===== src/rtl/pg_add_arbiter_pkg.sv =====
// Shared constants and types for the two-requester pipelined adder.
// Holds the default width, requester ids and the per-stage control bundle.
package pg_add_arbiter_pkg;

    localparam int DEFAULT_WIDTH = 128;

    localparam logic REQ0 = 1'b0;
    localparam logic REQ1 = 1'b1;

    // Control fields that travel alongside the p / g-or-carry payload of
    // every pipeline stage.
    typedef struct packed {
        logic cin;
        logic id;
        logic valid;
    } stage_ctl_t;

endpackage


===== src/rtl/pg_add_arbiter_pg.sv =====
// Bitwise propagate/generate generator with add/subtract operand select.
// Ports: x, y operands; sub selects x-y; p, g per-bit terms; cin carry-in.
module pg_add_arbiter_pg #(
    parameter int WIDTH = 128
) (
    input  logic [WIDTH-1:0] x,
    input  logic [WIDTH-1:0] y,
    input  logic             sub,
    output logic [WIDTH-1:0] p,
    output logic [WIDTH-1:0] g,
    output logic             cin
);

    logic [WIDTH-1:0] y_eff;

    // Subtraction is x + ~y + 1: invert y and inject the +1 as carry-in.
    assign y_eff = sub ? ~y : y;
    assign p     = x ^ y_eff;
    assign g     = x & y_eff;
    assign cin   = sub;

endmodule


===== src/rtl/prefix_carry.sv =====
// Kogge-Stone parallel-prefix carry network, log2(WIDTH) levels, combinational.
// Ports: p, g per-bit propagate/generate; cin carry-in; c carries c[WIDTH:1].
module prefix_carry #(
    parameter int WIDTH = 128
) (
    input  logic [WIDTH-1:0] p,
    input  logic [WIDTH-1:0] g,
    input  logic             cin,
    output logic [WIDTH:1]   c
);

    localparam int LEVELS = $clog2(WIDTH);

    logic [WIDTH-1:0] gl [LEVELS+1];
    logic [WIDTH-1:0] pl [LEVELS];

    // Folding cin into bit 0 makes every group generate already include
    // the carry-in, so gl at the last level is directly the carry out of
    // each bit position.
    assign gl[0] = {g[WIDTH-1:1], g[0] | (p[0] & cin)};
    assign pl[0] = p;

    for (genvar k = 0; k < LEVELS; k++) begin : g_lvl
        for (genvar i = 0; i < WIDTH; i++) begin : g_bit
            if (i >= (1 << k)) begin : g_comb
                assign gl[k+1][i] = gl[k][i]
                                  | (pl[k][i] & gl[k][i-(1<<k)]);
                if (k < LEVELS - 1) begin : g_p
                    assign pl[k+1][i] = pl[k][i] & pl[k][i-(1<<k)];
                end
            end else begin : g_pass
                assign gl[k+1][i] = gl[k][i];
                if (k < LEVELS - 1) begin : g_p
                    assign pl[k+1][i] = pl[k][i];
                end
            end
        end
    end

    assign c = gl[LEVELS];

endmodule


===== src/rtl/pg_add_arbiter.sv =====
// Round-robin arbiter sharing a 3-stage add/sub pipeline between two ports.
// Ports: clk/rst; req0_*/req1_* valid/ready operand ports; res_* result port.
module pg_add_arbiter
    import pg_add_arbiter_pkg::*;
#(
    parameter int WIDTH = DEFAULT_WIDTH
) (
    input  logic             clk,
    input  logic             rst,
    input  logic             req0_valid,
    output logic             req0_ready,
    input  logic [WIDTH-1:0] req0_x,
    input  logic [WIDTH-1:0] req0_y,
    input  logic             req0_sub,
    input  logic             req1_valid,
    output logic             req1_ready,
    input  logic [WIDTH-1:0] req1_x,
    input  logic [WIDTH-1:0] req1_y,
    input  logic             req1_sub,
    output logic             res_valid,
    input  logic             res_ready,
    output logic [WIDTH-1:0] res_sum,
    output logic             res_cout,
    output logic             res_id
);

    // gc holds g in stage 1 and the carries c[WIDTH:1] in stage 2.
    typedef struct packed {
        logic [WIDTH-1:0] p;
        logic [WIDTH-1:0] gc;
        stage_ctl_t       ctl;
    } stage_t;

    typedef struct packed {
        logic [WIDTH-1:0] sum;
        logic             cout;
        logic             id;
        logic             valid;
    } res_t;

    stage_t s1_q, s1_d;
    stage_t s2_q, s2_d;
    res_t   s3_q, s3_d;
    logic   rr_last_q, rr_last_d;

    logic             advance;
    logic             grant0;
    logic             grant1;
    logic             take;
    logic             sel_id;
    logic [WIDTH-1:0] sel_x;
    logic [WIDTH-1:0] sel_y;
    logic             sel_sub;
    logic [WIDTH-1:0] pg_p;
    logic [WIDTH-1:0] pg_g;
    logic             pg_cin;
    logic [WIDTH:1]   carry;
    logic [WIDTH:0]   c_full;

    // The whole pipeline moves as one; only a held result stops it.
    assign advance = !s3_q.valid || res_ready;

    // On a tie the requester that did not win last time is granted.
    assign grant0 = req0_valid && (!req1_valid || rr_last_q == REQ1);
    assign grant1 = req1_valid && (!req0_valid || rr_last_q == REQ0);

    assign req0_ready = grant0 && advance && !rst;
    assign req1_ready = grant1 && advance && !rst;
    assign take       = req0_ready || req1_ready;

    assign sel_id  = grant1 ? REQ1 : REQ0;
    assign sel_x   = grant1 ? req1_x : req0_x;
    assign sel_y   = grant1 ? req1_y : req0_y;
    assign sel_sub = grant1 ? req1_sub : req0_sub;

    pg_add_arbiter_pg #(
        .WIDTH (WIDTH)
    ) u_pg (
        .x   (sel_x),
        .y   (sel_y),
        .sub (sel_sub),
        .p   (pg_p),
        .g   (pg_g),
        .cin (pg_cin)
    );

    prefix_carry #(
        .WIDTH (WIDTH)
    ) u_prefix (
        .p   (s1_q.p),
        .g   (s1_q.gc),
        .cin (s1_q.ctl.cin),
        .c   (carry)
    );

    assign c_full = {s2_q.gc, s2_q.ctl.cin};

    always_comb begin
        s1_d      = s1_q;
        s2_d      = s2_q;
        s3_d      = s3_q;
        rr_last_d = rr_last_q;

        if (advance) begin
            s1_d.p         = pg_p;
            s1_d.gc        = pg_g;
            s1_d.ctl.cin   = pg_cin;
            s1_d.ctl.id    = sel_id;
            s1_d.ctl.valid = take;

            s2_d.p   = s1_q.p;
            s2_d.gc  = carry;
            s2_d.ctl = s1_q.ctl;

            s3_d.sum   = s2_q.p ^ c_full[WIDTH-1:0];
            s3_d.cout  = c_full[WIDTH];
            s3_d.id    = s2_q.ctl.id;
            s3_d.valid = s2_q.ctl.valid;
        end

        if (take) begin
            rr_last_d = sel_id;
        end
    end

    always_ff @(posedge clk) begin
        if (rst) begin
            s1_q      <= '0;
            s2_q      <= '0;
            s3_q      <= '0;
            rr_last_q <= REQ1;
        end else begin
            s1_q      <= s1_d;
            s2_q      <= s2_d;
            s3_q      <= s3_d;
            rr_last_q <= rr_last_d;
        end
    end

    assign res_valid = s3_q.valid;
    assign res_sum   = s3_q.sum;
    assign res_cout  = s3_q.cout;
    assign res_id    = s3_q.id;

endmodule


===== config.mk =====
export PLATFORM = sky130hd
export DESIGN_NAME = pg_add_arbiter
export DESIGN_NICKNAME = d
export VERILOG_FILES = /design/src/rtl/pg_add_arbiter_pkg.sv /design/src/rtl/pg_add_arbiter_pg.sv /design/src/rtl/prefix_carry.sv /design/src/rtl/pg_add_arbiter.sv
export SDC_FILE = /design/constraint.sdc
export NUM_CORES = 2
export LEC_CHECK = 0
export CORE_MARGIN = 8
export CORE_UTILIZATION = 50
export DETAILED_ROUTE_END_ITERATION = 8
export PLACE_DENSITY_LB_ADDON = 0.05
export SETUP_SLACK_MARGIN = 0.02
export SKIP_CTS_REPAIR_TIMING = 1
export SYNTH_ARGS = -nofsm -noshare
export SYNTH_HDL_FRONTEND = slang
export SYNTH_SLANG_ARGS = --single-unit

===== constraint.sdc =====
create_clock -name clk -period 5.15 [get_ports clk]
set_clock_uncertainty 0.15 [all_clocks]
set_input_delay 1.2875 -clock clk [delete_from_list [all_inputs] [get_ports clk]]
set_output_delay 1.2875 -clock clk [all_outputs]
set_load 0.005 [all_outputs]

==> impl_metrics.tcl <==
set metrics [dict create \
    synth_commonest_cells "nand2_1, dfxtp_1, a21oi_1, nor2_1, clkbuf_1" \
    yosys.area_share.simple_pct 18.8 \
    vias_per_cell 5.60 \
    worstReg2RegEnd "c_full[112]" \
    hold_depth 2 \
    cts_buffers 70 \
    drt_iter0_drc 2742 \
    max-cap-violations 0 \
    synth-seq-cells 650 \
    ant_nets 0 \
    p_clk_share_pct 35.0 \
    diodes 0 \
    core_area_um2 68800 \
    vias 32900 \
    crit_path_end_kind "primary output" \
    synth_edf_count 0 \
    clkLatencyLatePin_ns 0.62 \
    overflow 0 \
    power_frac_comb_pct 20.9 \
    multiInputGateArea_um2 20400 \
    setup_viol 0 \
    grt_util_all_layers_pct 27.2 \
    synth_compound_area_share_pct 20.7 \
    grt_pass1_wl_um 174000 \
    p_switching_mw 4.20 \
    antenna_found_initial 1 \
    r2r_cells 10 \
    clockBufferDepth 3 \
    grt_max_degree 217 \
    fillers 6254 \
    syn_to_final_growth_pct 25.9 \
    yosysUniqueCellTypes 68 \
    power_leakage_nw 16.7 \
    hpwl_um 84200 \
    outcome "finished clean" \
    dieArea_um2 78300 \
    synthCells 4486 \
    path_clk_slew_ns 0.06 \
    worst-path-max-fanout 4 \
    ys_seq_area_share_pct 37.4 \
    synthMuxAreaShare_pct 7.99 \
    max_freq_mhz 227 \
    dr.pass1.iters 6 \
    yosys.area.top_type_share_pct 37.4 \
    hold_path.class "reg2reg" \
    yosysWarnings 0 \
    power.density_nw_per_um2 323 \
    place.gp.congestion 0.924 \
    rows 96 \
    final-max-slew-violation-count 0 \
    cts.sinks 650 \
    num_io_pins 652 \
    worst-setup-path-type "in2out" \
    fp.dieW_um 280 \
    crit_arrival_ns 2.96 \
    finalHoldViolCount 0 \
    port_buffers 651 \
    synthXorXnorAreaFrac_pct 6.44 \
    synth_fa_ha_area_share_pct 4.60 \
    synth_top_family_by_area "compound AO/OA/AOI/OAI gates" \
    synthesis.area_um2 34800 \
    fin_setup_tns_ns 0 \
    synthTopCellsByArea "dfxtp_1, nand2_1, a21oi_1" \
    syn_area_per_cell_um2 7.76 \
    regArea_um2 13000 \
    drive_gt1_share_pct 5.60 \
    r2r_slack_ns 1.01 \
    hold-path-endpoint "res_id" \
    htreeDepth 3 \
    synthFlopType "dfxtp_1" \
    wl_per_cell_um 19.1 \
    cts_tree "yes" \
    required_ns 3.71 \
    die_y_um 280 \
    finalCritPeriodShare_pct 85.4 \
    irDropWorstVdd_mv 0.201 \
    swShare_pct 29.7 \
    final_util_pct 63.7 \
    worst_slew_pin_slew_ns 1.15 \
    min-delay-start "res_id" \
    seqPwrFrac_pct 44.1 \
    worstReg2RegStart "s1_q[138]" \
    drc 0 \
    start_util_pct 50.6 \
    nNetsFinal 5550 \
    slew_headroom_pct 23.5 \
    routed_wl_um 112000 \
    synthesis.nets 5133 \
    synth.most_common_cell "nand2_1" \
    rsz0062_at_grt "false" \
    start_kind "input pin" \
    internal_power_mw 9.95 \
    async_flop_share_pct 0 \
    cts_root_buf "clkbuf_16" \
    grt_pass1_vias 31000 \
    period_minus_slack_ns 4.40 \
    yosysTopAreaCell "dfxtp_1" \
]
==> routing by layer <==
| metal | track usage [%] | share of wire, % | up-vias |
|---|---|---|---|
| li1 | - | - | 16400 |
| met1 | 36.0 | 43 | 15300 |
| met2 | 42.9 | 45 | 1110 |
| met3 | 7.96 | 8.8 | 158 |
| met4 | 7.55 | 2.6 | 2 |
| met5 | 0 | 0.012 | - |
==> final cells by class <==
cell class | count | share of cell area, %
Multi-Input combinational cell | 3456 | 46.6
Sequential cell | 650 | 29.7
Clock buffer | 96 | 4.52
Timing Repair Buffer | 677 | 15.6
Clock inverter | 22 | 0.534
Inverter | 48 | 0.411
Tap cell | 931 | 2.66
==> sequential cells by signal, summed over array words and instances, names as in the netlist <==
| name | count |
|---|---|
| c_full | 129 |
| res_cout | 1 |
| res_id | 1 |
| res_sum | 128 |
| res_valid | 1 |
| rr_last_q | 1 |
| s1_q | 259 |
| s2_q | 130 |
==> layout by cell type, fill, tap and decap left out, types with 128 or more instances in the layout <==
| cell | synthesis | routed |
|---|---|---|
| nand2_1 | 975 | 975 |
| dfxtp_1 | 650 | 650 |
| a21oi_1 | 640 | 639 |
| ha_1 | 128 | 128 |
| xor2_1 | 128 | 128 |
| o21ai_0 | 156 | 156 |
| mux2i_1 | 134 | 133 |
| mux2_2 | 128 | 128 |
| xnor2_1 | 128 | 128 |
| a211oi_1 | 168 | 168 |
| clkdlybuf4s50_1 | 0 | 650 |
| nor2_1 | 369 | 369 |
==> worst max-delay path, cell delays in order <==
cell             delay, ns
clkdlybuf4s50_1       0.53
a21oi_4               0.34
and3_1                0.27
clkdlybuf4s50_1       0.53
==> metrics by stage <==
| step | setup slack [ns] | hold WS (ns) | area (um2) | power (mW) | cells |
|---|---|---|---|---|---|
| 2_1_floorplan | 1.07 | 0.281 | 34800 | 7.92 | 4486 |
| 3_3_place_gp | 0.746 | 0.288 | 41600 | 9.24 | 5762 |
| 3_5_place_dp | 0.755 | 0.295 | 41600 | 9.28 | 5762 |
| 4_1_cts | 0.751 | 0.301 | 43800 | 14.2 | 5880 |
| 5_1_grt | 0.699 | 0.326 | 43800 | 14.8 | 5880 |
| 6_report | 0.754 | 0.299 | 43800 | 14.2 | 5880 |
==> worst max-delay path by stage <==
| stage | cells past startpoint | slack (ns) | endpoint | startpoint |
|---|---|---|---|---|
| 6_report | 4 | 0.75 | req1_ready | req0_valid |
| 5_1_grt | 5 | 0.70 | req1_ready | req1_valid |
| 4_1_cts | 4 | 0.75 | req1_ready | req0_valid |
| 3_5_place_dp | 4 | 0.76 | req1_ready | req0_valid |
| 3_3_place_gp | 5 | 0.75 | req1_ready | req1_valid |
| 2_1_floorplan | 6 | 1.07 | req1_ready | req1_valid |
==> power by group through the flow <==
stage	sequential (mW)	clock, mW	combinational (mW)
2_1_floorplan	5.98	0	1.94
3_3_place_gp	6.32	0	2.92
3_5_place_dp	6.33	0	2.95
4_1_cts	6.22	5.03	2.97
5_1_grt	6.31	5.24	3.30
6_report	6.24	4.96	2.96
==> cell families after synthesis <==
group                    after synthesis
multiplexers                         262
AO/OA/AOI/OAI                       1215
AND/OR/NAND/NOR                     1595
flip-flops                           650
XOR/XNOR                             256
adder cells (fa/ha/maj)              128
buffers and inverters                380
Note: power is estimated with default switching activity, not from simulation.
